`config.mk`:
```
export PLATFORM = sky130hd
export DESIGN_NAME = frame_buffer_write_arbiter
export DESIGN_NICKNAME = d
export VERILOG_FILES = /design/src/rtl/fb_pkg.sv /design/src/rtl/rr_priority_encoder.sv /design/src/rtl/frame_buffer_write_arbiter.sv
export SDC_FILE = /design/constraint.sdc
export NUM_CORES = 1
export LEC_CHECK = 0
export ABC_AREA = 1
export CORE_ASPECT_RATIO = 0.8
export CORE_MARGIN = 2
export CORE_UTILIZATION = 34
export DETAILED_ROUTE_END_ITERATION = 10
export MAX_ROUTING_LAYER = met4
export PLACE_DENSITY = 0.8
export SYNTH_ARGS = -nofsm -noshare
export SYNTH_HDL_FRONTEND = slang
export SYNTH_SLANG_ARGS = --single-unit
```
`constraint.sdc`:
```
create_clock -name clk -period 1.8 [get_ports clk]
set_input_delay 0.36 -clock clk [delete_from_list [all_inputs] [get_ports clk]]
set_output_delay 0.36 -clock clk [all_outputs]
set_load 0.01 [all_outputs]
```
`src/rtl/fb_pkg.sv`:
```
// Shared frame-buffer constants: geometry, requester indices and swap FSM states.
// Used by frame_buffer, the drawers, graphics_fsm and the write arbiter.
package fb_pkg;

    localparam int FB_HOR_ACTIVE = 640;
    localparam int FB_VER_ACTIVE = 480;
    localparam int PIXELS_COUNT  = FB_HOR_ACTIVE * FB_VER_ACTIVE;
    localparam int ADDR_WIDTH    = $clog2(PIXELS_COUNT);

    localparam int FB_N_REQ   = 3;
    localparam int REQ_FILL   = 0;
    localparam int REQ_LINE   = 1;
    localparam int REQ_SYMBOL = 2;

    typedef enum logic [1:0] {
        SWP_IDLE  = 2'd0,
        SWP_DRAIN = 2'd1,
        SWP_SWAP  = 2'd2
    } swap_state_e;

    function automatic int idx_width(input int n);
        return (n > 1) ? $clog2(n) : 1;
    endfunction

endpackage

```
`src/rtl/rr_priority_encoder.sv`:
```
// Rotating priority encoder: first set request at or after i_start wins.
// A start of zero gives plain lowest-index-first priority.
module rr_priority_encoder
    import fb_pkg::*;
#(
    parameter int N  = 3,
    parameter int IW = idx_width(N)
) (
    input  logic [N-1:0]  i_req,
    input  logic [IW-1:0] i_start,
    output logic [N-1:0]  o_grant,
    output logic [IW-1:0] o_idx
);

    logic [IW-1:0] w_cand;
    logic          w_found;

    always_comb begin
        o_grant = '0;
        o_idx   = '0;
        w_found = 1'b0;
        w_cand  = '0;
        for (int k = 0; k < N; k++) begin
            w_cand = IW'((32'(i_start) + 32'(k)) % 32'(N));
            if (!w_found && i_req[w_cand]) begin
                o_grant[w_cand] = 1'b1;
                o_idx           = w_cand;
                w_found         = 1'b1;
            end
        end
    end

endmodule

```
`src/rtl/frame_buffer_write_arbiter.sv`:
```
// Single write port arbiter for the frame buffer with a registered output stage and swap sequencing.
// Define FB_ARB_ROUND_ROBIN_EN for round-robin arbitration; fixed priority otherwise.
module frame_buffer_write_arbiter
    import fb_pkg::*;
#(
    parameter int HOR_ACTIVE_PIXELS = FB_HOR_ACTIVE,
    parameter int VER_ACTIVE_PIXELS = FB_VER_ACTIVE,
    parameter int N_REQ             = FB_N_REQ
) (
    input  logic                          clk,
    input  logic                          rst,
    input  logic [N_REQ-1:0]              req_valid,
    output logic [N_REQ-1:0]              req_ready,
    input  logic [N_REQ*ADDR_WIDTH-1:0]   req_addr,
    input  logic [N_REQ-1:0]              req_data,
    output logic                          fb_write_enable,
    output logic [ADDR_WIDTH-1:0]         fb_write_addr,
    output logic                          fb_write_data,
    input  logic                          swap_req,
    output logic                          swap,
    output logic                          busy,
    output logic                          oob_error
);

    localparam int IW        = idx_width(N_REQ);
    localparam int PIX_LIMIT = HOR_ACTIVE_PIXELS * VER_ACTIVE_PIXELS;

    swap_state_e           r_state;
    logic                  r_we;
    logic [ADDR_WIDTH-1:0] r_addr;
    logic                  r_data;
    logic                  r_swap;
    logic                  r_oob;

    logic [N_REQ-1:0]      w_grant;
    logic [IW-1:0]         w_gidx;
    logic [IW-1:0]         w_start;
    logic                  w_idle;
    logic                  w_xfer;
    logic                  w_in_range;
    logic                  w_wr_next;
    logic [ADDR_WIDTH-1:0] w_sel_addr;
    logic                  w_sel_data;

    rr_priority_encoder #(
        .N  (N_REQ),
        .IW (IW)
    ) u_enc (
        .i_req   (req_valid),
        .i_start (w_start),
        .o_grant (w_grant),
        .o_idx   (w_gidx)
    );

`ifdef FB_ARB_ROUND_ROBIN_EN
    logic [IW-1:0] r_ptr;

    // Pointer holds the last winner; search begins just after it.
    always_ff @(posedge clk) begin
        if (rst) begin
            r_ptr <= IW'(N_REQ - 1);
        end else if (w_xfer) begin
            r_ptr <= w_gidx;
        end
    end

    assign w_start = (r_ptr == IW'(N_REQ - 1)) ? '0 : r_ptr + 1'b1;
`else
    assign w_start = '0;
`endif

    assign w_idle     = (r_state == SWP_IDLE);
    assign req_ready  = w_grant & {N_REQ{w_idle}};
    assign w_xfer     = |req_ready;
    assign w_sel_addr = req_addr[int'(w_gidx) * ADDR_WIDTH +: ADDR_WIDTH];
    assign w_sel_data = req_data[w_gidx];
    assign w_in_range = (32'(w_sel_addr) < 32'(PIX_LIMIT));
    assign w_wr_next  = w_xfer & w_in_range;

    always_ff @(posedge clk) begin
        if (rst) begin
            r_we   <= 1'b0;
            r_addr <= '0;
            r_data <= 1'b0;
            r_oob  <= 1'b0;
        end else begin
            r_we   <= w_wr_next;
            r_addr <= w_wr_next ? w_sel_addr : '0;
            r_data <= w_wr_next ? w_sel_data : 1'b0;
            if (w_xfer && !w_in_range) begin
                r_oob <= 1'b1;
            end
        end
    end

    // DRAIN waits until no write will occupy the output stage on the swap cycle.
    always_ff @(posedge clk) begin
        if (rst) begin
            r_state <= SWP_IDLE;
            r_swap  <= 1'b0;
        end else begin
            r_swap <= 1'b0;
            unique case (r_state)
                SWP_IDLE: begin
                    if (swap_req) begin
                        r_state <= SWP_DRAIN;
                    end
                end
                SWP_DRAIN: begin
                    if (!w_wr_next) begin
                        r_state <= SWP_SWAP;
                        r_swap  <= 1'b1;
                    end
                end
                SWP_SWAP: begin
                    r_state <= SWP_IDLE;
                end
                default: begin
                    r_state <= SWP_IDLE;
                end
            endcase
        end
    end

    assign fb_write_enable = r_we;
    assign fb_write_addr   = r_addr;
    assign fb_write_data   = r_data;
    assign swap            = r_swap;
    assign oob_error       = r_oob;
    assign busy            = (r_state != SWP_IDLE) | r_we;

endmodule

```
# Yosys cells after proc, flatten, opt, wreduce, memory -nomap -nowiden
# Index checks and enable logic that the tools add are counted.
dict set report totals {
  in_bits 66
  out_inout_bits 27
  elab_cells 43
  reg_bits 25
}
dict set report op_classes {
  n_bitwise 5
  n_mux 13
  shift 1
  multipliers 1
  reduce_logical 12
  n_eq_ne 3
  order_cmp 2
}
# operator n
set op_table {}
lappend op_table {{variable part select 57 x 8 -> 19 bit} 1}
lappend op_table {{less-than comparator 19 bit (second input constant)} 1}
lappend op_table {{2-to-1 mux 2 bit} 4}
lappend op_table {{multiplier 2 x 5 -> 7 bit (second input constant)} 1}
lappend op_table {{2-to-1 mux 1 bit} 6}
lappend op_table {{!= test 2 bit (second input constant)} 2}
lappend op_table {{one-hot mux 2 bit (2 select lines)} 1}
lappend op_table {{OR reduction 2 bit} 2}
lappend op_table {{bitwise AND 3 bit} 1}
lappend op_table {{logical AND 1 bit} 3}
lappend op_table {{logical NOT 1 bit} 3}
lappend op_table {{less-than comparator 2 x 3 -> 1 bit (second input constant)} 1}
lappend op_table {{2-to-1 mux 3 bit} 1}
lappend op_table {{OR reduction 3 bit} 1}
lappend op_table {{binary-select mux 1 bit (select 2 bit)} 1}
lappend op_table {{== test 2 x 1 -> 1 bit (second input constant)} 1}
lappend op_table {{logical NOT 2 bit} 1}
lappend op_table {{inverter 1 bit} 2}
lappend op_table {{AND reduction 2 bit} 1}
lappend op_table {{nonzero test 2 bit} 1}
lappend op_table {{bitwise AND 1 bit} 1}
lappend op_table {{OR 1 bit} 1}

# Logic depth before layout (Yosys ltp)
dict set report depth {
  depth_word 13
  ltp_mapped 11
  ltp_nobuf 11
}

# Cells and area by module
# Synthesis repeated with hierarchy kept, for this count alone.
dict set report unflattened {
  hier_cells 238
  hier_area_um2 1512.7
}
# module instances cells_each area_per_inst_um2 seq_area_each_um2
set by_module_without_submodules {}
lappend by_module_without_submodules {frame_buffer_write_arbiter 1 176 1196.1 500.5}
lappend by_module_without_submodules {rr_priority_encoder 1 62 316.6 0.0}

# Worst setup path after synthesis
# OpenSTA, ideal clock, no wires.
dict set report synth_path {
  path_kind {in2reg}
  from {in req_valid[1]}
  to {reg r_addr[9], in the netlist fb_write_addr[9]}
  n_path_buf 2
  slack_ns 0.382
  cell_stages 10
  t_required_ns 1.676
  setup_time_ns 0.124
  arrival_time_ns 1.294
  cell_sequence {nor2_4 > nand2_4 > buf_8 > nand3_1 > nand2_1 > nor2_1 > nand2_1 > nand4_4 > buf_6 > nor2_4}
}
dict set report synth_via {
  elab_chain_len 11
  word_cells_on_any_way 16
  cone_classes {1 x mul; 1 x order compare; 1 x shift; 5 x mux; 3 x bitwise; 5 x reduce/logical}
}
# item line_no
set synth_rtl {}
lappend synth_rtl {{start: declaration} frame_buffer_write_arbiter.sv:12} ;# input logic [N_REQ-1:0] req_valid,
lappend synth_rtl {{logical AND 1 bit (*)} rr_priority_encoder.sv:25} ;# if (!w_found && i_req[w_cand]) begin
lappend synth_rtl {{2-to-1 mux 1 bit} rr_priority_encoder.sv:25}
lappend synth_rtl {{logical NOT 1 bit} rr_priority_encoder.sv:25}
lappend synth_rtl {{logical AND 1 bit} rr_priority_encoder.sv:25}
lappend synth_rtl {{2-to-1 mux 2 bit} rr_priority_encoder.sv:25}
lappend synth_rtl {{multiplier 2 x 5 -> 7 bit} frame_buffer_write_arbiter.sv:75} ;# assign w_sel_addr = req_addr[int'(w_gidx) * ADDR_WIDTH +: ADDR_WIDTH];
lappend synth_rtl {{variable part select 57 x 8 -> 19 bit} frame_buffer_write_arbiter.sv:75}
lappend synth_rtl {{less-than comparator 19 bit} frame_buffer_write_arbiter.sv:77} ;# assign w_in_range = (32'(w_sel_addr) < 32'(PIX_LIMIT));
lappend synth_rtl {{bitwise AND 1 bit} frame_buffer_write_arbiter.sv:78} ;# assign w_wr_next = w_xfer & w_in_range;
lappend synth_rtl {{inverter 1 bit (no line)} n/a}
lappend synth_rtl {{OR reduction 2 bit (no line)} n/a}
lappend synth_rtl {{end signal: assignment} frame_buffer_write_arbiter.sv:88} ;# r_addr <= w_wr_next ? w_sel_addr : '0;
lappend synth_rtl {{end: declaration} frame_buffer_write_arbiter.sv:30} ;# logic [ADDR_WIDTH-1:0] r_addr;
# Every way passes the cells marked *; elsewhere a longest branch is shown, timed or not.
# A chain may end at the register's enable or synchronous reset.

# Final worst setup path
dict set report layout_path {
  from {reg r_state[0]}
  to {out busy}
}
dict set report layout_via {
  elab_chain_len 2
}
# item line_no
set layout_rtl {}
lappend layout_rtl {{start: declaration} frame_buffer_write_arbiter.sv:28} ;# swap_state_e r_state;
lappend layout_rtl {{start signal: assignment} frame_buffer_write_arbiter.sv:99} ;# r_state <= SWP_IDLE;
lappend layout_rtl {{start signal: assignment} frame_buffer_write_arbiter.sv:106} ;# r_state <= SWP_DRAIN;
lappend layout_rtl {{start signal: assignment} frame_buffer_write_arbiter.sv:111} ;# r_state <= SWP_SWAP;
lappend layout_rtl {{nonzero test 2 bit} frame_buffer_write_arbiter.sv:130} ;# assign busy = (r_state != SWP_IDLE) | r_we;
lappend layout_rtl {{OR 1 bit} frame_buffer_write_arbiter.sv:130}
lappend layout_rtl {{end: declaration} frame_buffer_write_arbiter.sv:21} ;# output logic busy,
# Every way passes these cells.

==> metrics.md <==
| Metric | Value |
|---|---|
| Status | `completed` |
| Netlist cell types | `22` |
| Drc violations | `0` |
| Worst-Margin Slew | `0.344 ns` |
| CTS Buffer Depth | `2` |
| Slew Limit Fails | `0` |
| Commonest non-fill, non-tap cell in the layout | `clkdlybuf4s50_1` |
| Final WL | `3.85 mm` |
| Leak | `1.09 nW` |
| Largest net degree at the start of global routing | `25` |
| Gate power share | `34.4%` |
| Placed cell count | `325` |
| 1st-pass router iterations | `4` |
| Hpwl dp | `3.18 mm` |
| Antenna cell count | `0` |
| Final setup violating endpoints | `0` |
| Slowest CP cell | `dfxtp_1` |
| Most frequent cells in the layout | `clkdlybuf4s50_1 (85), nand2_1 (45), dfxtp_1 (25)` |
| Slew headroom | `76.8%` |
| Syn nets | `243` |
| Register area share after synthesis | `38.6%` |
| Grt total ovfl | `0` |
| # IOs | `93` |
| Sw Pwr | `0.381 mW` |
| Clock share of power | `23.3%` |
| Worst EP arrival | `1.39 ns` |
| Cell class contributing the biggest share of worst-path delay | `simple AND/OR/NAND/NOR gates` |
| CP max stage delay | `0.33 ns` |
| VDD IR max | `0.532 mV` |
| Placer's final routability congestion estimate | `0.780` |
| Reg clk slew, reported paths | `0.08 ns` |
| Minimum clock period after layout | `1.75 ns` |
| CP Cell Sequence | `nor2_2 > inv_1 > or2_2 > dlygate4sd2_1` |
| Die footprint | `4320 µm²` |
| Post-route ant nets | `0` |
| Final core occ | `65.3%` |
| CTS buffer count | `3` |
| Most Used Layer, Global Route | `met2` |
| Total number of H-tree levels | `1` |
| Syn. warnings | `0` |
| Core footprint | `3730 µm²` |
| Routed len/inst | `11.7 µm` |
| Power per cell area | `580 nW/µm²` |
| Final Hold Viols | `0` |
| Vias in the first global route | `1347` |
| Grt met1 use | `19.9%` |
| I/O Buffers | `92` |
| Syn Inst Count | `177` |
| Final cell count without fillers | `330` |
| First-pass GRT wire length | `5.85 mm` |
| Reg power frac | `42.3%` |
| Maximum clock frequency | `573 MHz` |
| Worst hold path type | `reg -> reg` |
| Die X | `73 µm` |
| Routed vias | `1467` |
| Switching Fraction | `26.9%` |
| Layout cells sized above 1 | `21.0%` |
| Seq cells post-synth | `25` |
| CP Capture Type | `output pin` |
| Internal power | `1.03 mW` |
| DRT iter0 DRCs | `63` |
| WP buf/inv | `2` |
| Worst EP required | `1.44 ns` |
| Nets@finish | `353` |
| Die H | `59.2 µm` |
| Setup TNS | `0 ns` |
| TritonCTS clock tree | `built` |
| Setup Skew | `0.00210 ns` |
| Syn-to-layout area delta | `88.1%` |
| Critical path class | `reg -> out` |
| Initial Utilization | `34.7%` |
| Vias per Instance | `4.45` |
| Mean Syn Cell Area | `7.32 µm²` |
| Sink Count | `25` |
| Initial antenna violation count | `0` |
| Clk_lat worst skew | `0.26 ns` |
| GRT Total Usage | `18.0%` |
| FP Rows | `20` |
| Worst Path Max Fanout | `5` |
| Max cap viols | `0` |
| Netlist Area Pre-Place | `1290 µm²` |
| M2 GR Usage | `33.2%` |
| CP startpoint kind | `register` |
| Routing usage on met3 | `5.10%` |
| Post-CTS Hold Buffers | `0` |
| Clock Tree Root | `clkbuf_8` |
| Period Utilization, post-route | `97.0%` |
==> cells by family after synthesis <==
group | count (synthesis) | share of synthesized area [%]
compound gates | 15 | 5.89
simple gates | 115 | 46.2
buf+inv | 22 | 9.27
flops | 25 | 38.6
==> Yosys cell counts, drive strengths merged <==
cell,n,area (µm²)
or2,3,18.8
nand3,25,135
a21oi,1,5.00
inv,14,52.6
a31oi,1,6.26
nor2,33,194
clkbuf,1,3.75
dfxtp,25,500
nor3b,2,15.0
nand2,51,214
nand4,1,21.3
o21ai,13,65.1
buf,7,63.8
==> routing by layer <==
layer  wire (µm)  vias up
li1            -      773
met3         199        2
met5           0        -
met4          10        0
met2        2060       40
met1        1580      652
==> worst reg2reg max path, cell delays in order (launching register included) <==
cell	delay, ns
dfxtp_1	0.33
nor2_2	0.13
inv_1	0.09
a31oi_1	0.15
buf_4	0.14
nand4_4	0.11
buf_12	0.18
nor2_2	0.08
==> repair_timing <==
item                       4_1_cts  5_1_grt
setup buffers                    1        0
setup endpoints to repair       25       22
cloned                           0        0
resized for setup                7        3
pin swaps                        0        0
==> sequential cells by signal, summed over array words and instances, names as in the netlist <==
register         cells
oob_error            1
r_state              2
fb_write_enable      1
fb_write_data        1
swap                 1
fb_write_addr       19
==> worst paths after layout <==
kind | endpoint | slack, ns | start | cells after the start
max | busy | 0.05 | r_state[0] | 4
min | oob_error | 0.48 | oob_error | 2
max reg2reg | fb_write_addr[14] | 0.53 | r_state[0] | 7
min reg2reg | oob_error | 0.48 | oob_error | 2
==> power by group through the flow <==
stage	combinational, mW	sequential (mW)	clock (mW)
6_report	0.486	0.598	0.330
3_3_place_gp	0.484	0.610	0
3_5_place_dp	0.493	0.610	0
5_1_grt	0.528	0.600	0.363
2_1_floorplan	0.181	0.627	0
4_1_cts	0.490	0.598	0.341
==> metrics by stage <==
step           hold WS (ns)  power (mW)  setup WS, ns  instance area (µm²)
6_report              0.475        1.41        0.0540                 2440
5_1_grt               0.492        1.49      -0.00929                 2440
4_1_cts               0.457        1.43        0.0367                 2430
3_5_place_dp          0.445        1.10        -0.339                 2380
3_3_place_gp          0.438        1.09        -0.331                 2380
2_1_floorplan         0.419       0.807         0.382                 1290
==> layout make-up <==
| type | count | area (µm²) |
|---|---|---|
| sequential | 25 | 500 |
| clock buffer | 3 | 41.3 |
| tap | 44 | 55.1 |
| clock inverter | 1 | 7.51 |
| fill | 334 | 1290 |
| multi-input combinational | 130 | 679 |
| inverter | 14 | 52.6 |
| timing repair buffer | 113 | 1100 |
Power figures use the tool's default switching activity.
